$ cat src/rtl/mips_loader_monitor.sv
// Program loader and run supervisor for the pipelined MIPS32 core: streams an image
// into memory, initialises registers, runs the core to HALT and reads back a result.
module mips_loader_monitor #(
    parameter int DATA_W        = 32,
    parameter int ADDR_W        = 10,
    parameter int NREG          = 32,
    parameter int REG_INIT_MODE = 1,
    parameter int RESULT_ADDR   = 198,
    parameter int TIMEOUT       = 4096
) (
    input  logic              clk1,
    input  logic              rst_n,
    input  logic              ld_valid,
    output logic              ld_ready,
    input  logic [ADDR_W-1:0] ld_addr,
    input  logic [DATA_W-1:0] ld_data,
    input  logic              ld_last,
    input  logic              start,
    output logic              mem_we,
    output logic [ADDR_W-1:0] mem_addr,
    output logic [DATA_W-1:0] mem_wdata,
    input  logic [DATA_W-1:0] mem_rdata,
    output logic              reg_we,
    output logic [4:0]        reg_addr,
    output logic [DATA_W-1:0] reg_wdata,
    output logic              core_pc_rst,
    output logic              core_run,
    input  logic              core_halted,
    output logic              busy,
    output logic [DATA_W-1:0] result,
    output logic              result_valid,
    output logic              timeout_err,
    output logic [31:0]       cycles
);

    typedef enum logic [2:0] {
        S_IDLE    = 3'd0,
        S_REGINIT = 3'd1,
        S_ARM     = 3'd2,
        S_RUN     = 3'd3,
        S_READ_A  = 3'd4,
        S_READ_D  = 3'd5,
        S_DONE    = 3'd6,
        S_FAULT   = 3'd7
    } state_t;

    localparam logic [4:0]        LAST_REG = 5'(NREG - 1);
    localparam logic [31:0]       TMO_CNT  = 32'(TIMEOUT);
    localparam logic [ADDR_W-1:0] RES_ADDR = ADDR_W'(RESULT_ADDR);

    state_t              state_r, state_nxt_s;
    logic                loaded_r;
    logic                accept_s, idle_like_s, start_ok_s;
    logic [31:0]         cycles_inc_s;
    logic [4:0]          reg_addr_nxt_s;
    logic                ld_ready_r, mem_we_r, reg_we_r, core_pc_rst_r, core_run_r;
    logic                busy_r, result_valid_r, timeout_err_r;
    logic [ADDR_W-1:0]   mem_addr_r;
    logic [DATA_W-1:0]   mem_wdata_r, reg_wdata_r, result_r;
    logic [4:0]          reg_addr_r;
    logic [31:0]         cycles_r;

    // Handshake, start qualification and next-state decode
    always_comb begin
        accept_s     = ld_valid & ld_ready_r;
        idle_like_s  = (state_r == S_IDLE) || (state_r == S_DONE) || (state_r == S_FAULT);
        start_ok_s   = start & idle_like_s & loaded_r & ~accept_s;
        cycles_inc_s = cycles_r + 32'd1;
        state_nxt_s  = state_r;
        case (state_r)
            S_IDLE, S_DONE, S_FAULT: begin
                if (start_ok_s) begin
                    state_nxt_s = S_REGINIT;
                end else if (accept_s) begin
                    state_nxt_s = S_IDLE;
                end else begin
                    state_nxt_s = state_r;
                end
            end
            S_REGINIT: begin
                if (reg_addr_r == LAST_REG) begin
                    state_nxt_s = S_ARM;
                end else begin
                    state_nxt_s = S_REGINIT;
                end
            end
            S_ARM:    state_nxt_s = S_RUN;
            S_RUN: begin
                // HALT wins over the timeout on the same edge
                if (core_halted) begin
                    state_nxt_s = S_READ_A;
                end else if (cycles_inc_s >= TMO_CNT) begin
                    state_nxt_s = S_FAULT;
                end else begin
                    state_nxt_s = S_RUN;
                end
            end
            S_READ_A: state_nxt_s = S_READ_D;
            S_READ_D: state_nxt_s = S_DONE;
            default:  state_nxt_s = S_IDLE;
        endcase
        if ((state_nxt_s == S_REGINIT) && (state_r == S_REGINIT)) begin
            reg_addr_nxt_s = reg_addr_r + 5'd1;
        end else begin
            reg_addr_nxt_s = 5'd0;
        end
    end

    // State, loaded flag and all registered outputs
    always_ff @(posedge clk1 or negedge rst_n) begin
        if (!rst_n) begin
            state_r        <= S_IDLE;
            loaded_r       <= 1'b0;
            ld_ready_r     <= 1'b1;
            mem_we_r       <= 1'b0;
            mem_addr_r     <= {ADDR_W{1'b0}};
            mem_wdata_r    <= {DATA_W{1'b0}};
            reg_we_r       <= 1'b0;
            reg_addr_r     <= 5'd0;
            reg_wdata_r    <= {DATA_W{1'b0}};
            core_pc_rst_r  <= 1'b0;
            core_run_r     <= 1'b0;
            busy_r         <= 1'b0;
            result_r       <= {DATA_W{1'b0}};
            result_valid_r <= 1'b0;
            timeout_err_r  <= 1'b0;
            cycles_r       <= 32'd0;
        end else begin
            state_r       <= state_nxt_s;
            ld_ready_r    <= (state_nxt_s == S_IDLE) || (state_nxt_s == S_DONE) ||
                             (state_nxt_s == S_FAULT);
            busy_r        <= (state_nxt_s == S_REGINIT) || (state_nxt_s == S_ARM) ||
                             (state_nxt_s == S_RUN) || (state_nxt_s == S_READ_A) ||
                             (state_nxt_s == S_READ_D);
            mem_we_r      <= accept_s;
            reg_we_r      <= (state_nxt_s == S_REGINIT);
            reg_addr_r    <= reg_addr_nxt_s;
            reg_wdata_r   <= (REG_INIT_MODE != 0) ? {{(DATA_W-5){1'b0}}, reg_addr_nxt_s}
                                                  : {DATA_W{1'b0}};
            core_pc_rst_r <= (state_nxt_s == S_ARM);
            core_run_r    <= (state_nxt_s == S_RUN);

            if (accept_s) begin
                mem_addr_r  <= ld_addr;
                mem_wdata_r <= ld_data;
                loaded_r    <= ld_last;
            end else if ((state_r == S_RUN) && (state_nxt_s == S_READ_A)) begin
                mem_addr_r  <= RES_ADDR;
            end else begin
                mem_addr_r  <= mem_addr_r;
            end

            if (start_ok_s) begin
                cycles_r <= 32'd0;
            end else if ((state_r == S_RUN) && !core_halted && (cycles_r < TMO_CNT)) begin
                cycles_r <= cycles_inc_s;
            end else begin
                cycles_r <= cycles_r;
            end

            if (state_r == S_READ_D) begin
                result_r <= mem_rdata;
            end else begin
                result_r <= result_r;
            end

            if (start_ok_s || accept_s) begin
                result_valid_r <= 1'b0;
                timeout_err_r  <= 1'b0;
            end else begin
                result_valid_r <= result_valid_r | (state_r == S_READ_D);
                timeout_err_r  <= timeout_err_r | ((state_r == S_RUN) && (state_nxt_s == S_FAULT));
            end
        end
    end

    assign ld_ready     = ld_ready_r;
    assign mem_we       = mem_we_r;
    assign mem_addr     = mem_addr_r;
    assign mem_wdata    = mem_wdata_r;
    assign reg_we       = reg_we_r;
    assign reg_addr     = reg_addr_r;
    assign reg_wdata    = reg_wdata_r;
    assign core_pc_rst  = core_pc_rst_r;
    assign core_run     = core_run_r;
    assign busy         = busy_r;
    assign result       = result_r;
    assign result_valid = result_valid_r;
    assign timeout_err  = timeout_err_r;
    assign cycles       = cycles_r;

endmodule

$ cat config.mk
export PLATFORM = sky130hd
export DESIGN_NAME = mips_loader_monitor
export DESIGN_NICKNAME = d
export VERILOG_FILES = /design/src/rtl/mips_loader_monitor.sv
export SDC_FILE = /design/constraint.sdc
export NUM_CORES = 1
export LEC_CHECK = 0
export BUFFER_PORTS_ARGS = -buffer_cell sky130_fd_sc_hd__buf_4
export CAP_MARGIN = 30
export CORE_MARGIN = 1
export CORE_UTILIZATION = 30
export DETAILED_ROUTE_END_ITERATION = 10
export GPL_ROUTABILITY_DRIVEN = 1
export PLACE_DENSITY = 0.6
export SLEW_MARGIN = 20
export SYNTH_ARGS = -nofsm -noshare
export SYNTH_HDL_FRONTEND = slang
export SYNTH_SLANG_ARGS = --single-unit
$ cat constraint.sdc
create_clock -name clk1 -period 3.95 [get_ports clk1]
set_clock_uncertainty 0.2 [all_clocks]
set_input_delay 0.5925 -clock clk1 [delete_from_list [all_inputs] [get_ports clk1]]
set_output_delay 0.5925 -clock clk1 [all_outputs]
set_load 0.1 [all_outputs]
==> impl_metrics.py <==
metrics = {
    "worst_setup_path": {
        "cp_data_required_time_ns": 4.08,
        "crit_chain": "nand4_1 > or4_1 > nor3_1 > a31oi_1 > nor4_2 > a31oi_2 > mux2_4",
        "arrival_ns": 3.04,
        "worst_setup_path_end_kind": "flip-flop",
        "start_kind": "flip-flop",
        "crit_type": "flip-flop to flip-flop",
        "critPathMaxFanout": 8,
        "cp_slowest_cell": "or4_1",
        "ff2ff_path_depth": 7,
        "slowest_delay_ns": 0.67,
    },
    "layout": {
        "post-route-cell-area_um2": 7760,
        "syn2layout_area_growth_pct": 40.70,
        "nets": 814,
        "antenna_cells": 0,
        "fillers": 1742,
        "drive_gt1_frac": 0.3871,
    },
    "clock_tree": {
        "cts_tree": "built",
        "clk_pin_slew_ns": 0.06,
        "ctsResizeCount": 0,
        "insertion_delay_ns": 0.40,
        "clock_path_buffers": 2,
        "cts_post_setup_buffers_inserted": 0,
        "clock_sinks": 123,
        "cts_hold_buf": 0,
        "cts_made_buffers": 17,
        "cts-root-buf": "clkbuf_16",
        "cts-htree-levels": 4,
    },
    "die": {
        "fp-row-count": 49,
        "die_w_um": 137.6,
        "fp.dieArea_um2": 18930,
        "die_h_um": 137.6,
        "num_io_pins": 231,
        "coreArea_um2": 17960,
        "initial_core_util": 0.3070,
    },
    "yosys": {
        "yosys_warnings": 0,
        "syn_area_um2": 5515,
        "syn_avg_cell_area_um2": 10.39,
        "ys_seq_area_frac": 0.5583,
        "synth_edf_count": 0,
        "async_flop_share": 1.000,
        "synth_cell_type_count": 57,
        "postSynthCellCount": 531,
        "ys_ff_latch": 123,
        "synthFlopType": "dfrtp_1",
    },
    "sta": {
        "finalCritPeriodShare": 0.7380,
        "hold_violations": 0,
        "max_freq_mhz": 343.0,
        "rsz0062_at_grt": "no",
        "slew_headroom": 0.4175,
        "setup_viol": 0,
        "fin_tns_setup_ns": 0,
        "finalWorstSetupSlack_ns": 1.035,
        "period_needed_ns": 2.915,
        "holdWs_ns": 0.08871,
        "worst_pin_slew_ns": 0.8705,
        "slew_viol_final": 0,
    },
    "grt": {
        "grt_max_degree": 65,
        "grt_pass1_vias": 4274,
        "grt_usage": 0.1516,
        "overflow": 0,
        "antenna_found_initial": 0,
        "grt_pass1_wl_um": 21890,
    },
    "flow_run": {
        "maxCapViolCount": 0,
    },
    "placed_design": {
        "place_congestion": 0.8759,
        "place_area_um2": 7161,
        "dp_slack_ns": 1.027,
        "port_buffers": 203,
        "dp_hpwl_um": 10250,
    },
    "detailed_routing": {
        "vias": 4410,
        "route.detailed.drc": 0,
        "first_iter_violations": 155,
        "firstDrtPassIters": 4,
        "vias_per_cell": 4.532,
        "ant_nets": 0,
        "wl_per_cell_um": 14.63,
        "wirelength_um": 14230,
    },
    "run_status": {
        "status": "finished, final reports clean",
    },
    "min_path": {
        "min-delay-path-class": "primary input to asynchronous set/reset pin",
    },
}
critical path: cells and delay by family, from the launching register on:
kind / cells / cell delay (ns)
AND/OR/NAND/NOR: 4 / 1.47
flip-flops: 1 / 0.48
AO/OA/AOI/OAI: 2 / 0.35
multiplexers: 1 / 0.34
cells in the mapped netlist (2+ instances only):
library cell,number,area share
xor2_1,8,0.013
buf_1,3,0.0020
ha_1,3,0.0068
nand2b_1,3,0.0034
a31oi_1,5,0.0057
and2_1,16,0.018
nor2_1,29,0.020
mux2i_1,2,0.0036
o22a_1,4,0.0064
buf_4,32,0.044
xnor2_1,6,0.0095
a22o_1,6,0.0095
nor3_1,17,0.015
a311oi_1,2,0.0032
or2_2,2,0.0023
inv_1,9,0.0061
nand2_1,116,0.079
o22ai_1,3,0.0034
o21ai_0,7,0.0064
dfrtp_1,122,0.55
o31ai_1,2,0.0027
nor2b_1,4,0.0045
mux2_2,33,0.067
a21oi_1,10,0.0091
nand4_1,9,0.010
buf_2,2,0.0018
and3_1,6,0.0068
or3_1,2,0.0023
nor3b_1,3,0.0041
nor4_1,6,0.0068
clkbuf_1,17,0.012
nand3_1,16,0.015
and4_1,2,0.0032
layout by cell type, fill, tap and decap left out, types with 3 or more instances in the layout:
master	count
dfrtp_1	122
conb_1	27
a21oi_1	10
xor2_1	8
nand2b_1	3
nor2_1	29
and3_1	6
nor3_1	16
nand2_1	116
o22a_1	4
o22ai_1	3
nor2b_1	4
a22o_1	6
a31oi_1	5
nor3b_1	3
ha_1	3
clkinvlp_4	3
and2_1	16
xnor2_1	6
nor4_1	6
clkbuf_8	4
inv_1	9
nand4_1	9
clkbuf_16	17
clkinv_2	3
o21ai_0	7
nand3_1	16
buf_4	208
mux2_2	33
state kept, by name (all words and copies together), names as in the netlist, 3 cells and up:
register and count:
state_r 3, mem_addr 10, mem_wdata 32, result 32, reg_wdata 5, cycles 32
worst paths after layout:
check,from,to,slack (ns)
worst max-delay path,cycles[4]$_DFFE_PN0P_,ld_ready$_DFF_PN1_,1.03
worst min-delay path,rst_n,cycles[5]$_DFFE_PN0P_,0.09
worst max register to register,cycles[4]$_DFFE_PN0P_,ld_ready$_DFF_PN1_,1.03
worst min register to register,mem_wdata[21]$_DFFE_PN0P_,mem_wdata[21]$_DFFE_PN0P_,0.27
max in group asynchronous,rst_n,mem_addr[2]$_DFFE_PN0P_,2.65
min in group clk1,ld_data[3],mem_wdata[3]$_DFFE_PN0P_,0.18
per-layer routing:
layer	GRT usage	wire, µm
met3	0.04121	1145
met1	0.2009	6367
met2	0.2314	6498
met5	0	0
met4	0.06471	221
area by class of cell:
| type | instances | area, µm² | share of cell area |
|---|---|---|---|
| clock inverter | 10 | 115.1 | 0.01483 |
| tap | 229 | 286.5 | 0.03692 |
| sequential | 123 | 3079 | 0.3968 |
| timing repair buffer | 209 | 1582 | 0.2038 |
| inverter | 10 | 37.54 | 0.004837 |
| clock buffer | 22 | 484.2 | 0.06240 |
| multi-input combinational | 370 | 2176 | 0.2804 |
stage by stage:
step           cells  utilization
2_1_floorplan    557            -
3_3_place_gp     941       0.3986
3_5_place_dp     941       0.3986
4_1_cts          973       0.4320
5_1_grt          973       0.4320
6_report         973       0.4320
logic make-up after synthesis:
logic type / synth area share
buffers and inverters: 0.06579
AO/OA/AOI/OAI: 0.06579
AND/OR/NAND/NOR: 0.2067
XOR/XNOR: 0.02223
other: 0.0006799
multiplexers: 0.07373
flip-flops: 0.5583
adder cells (fa/ha/maj): 0.006807
Power is left out: the tool's default activity adds up to more than one toggle a clock period on the data nets, which glitch-free logic cannot reach.
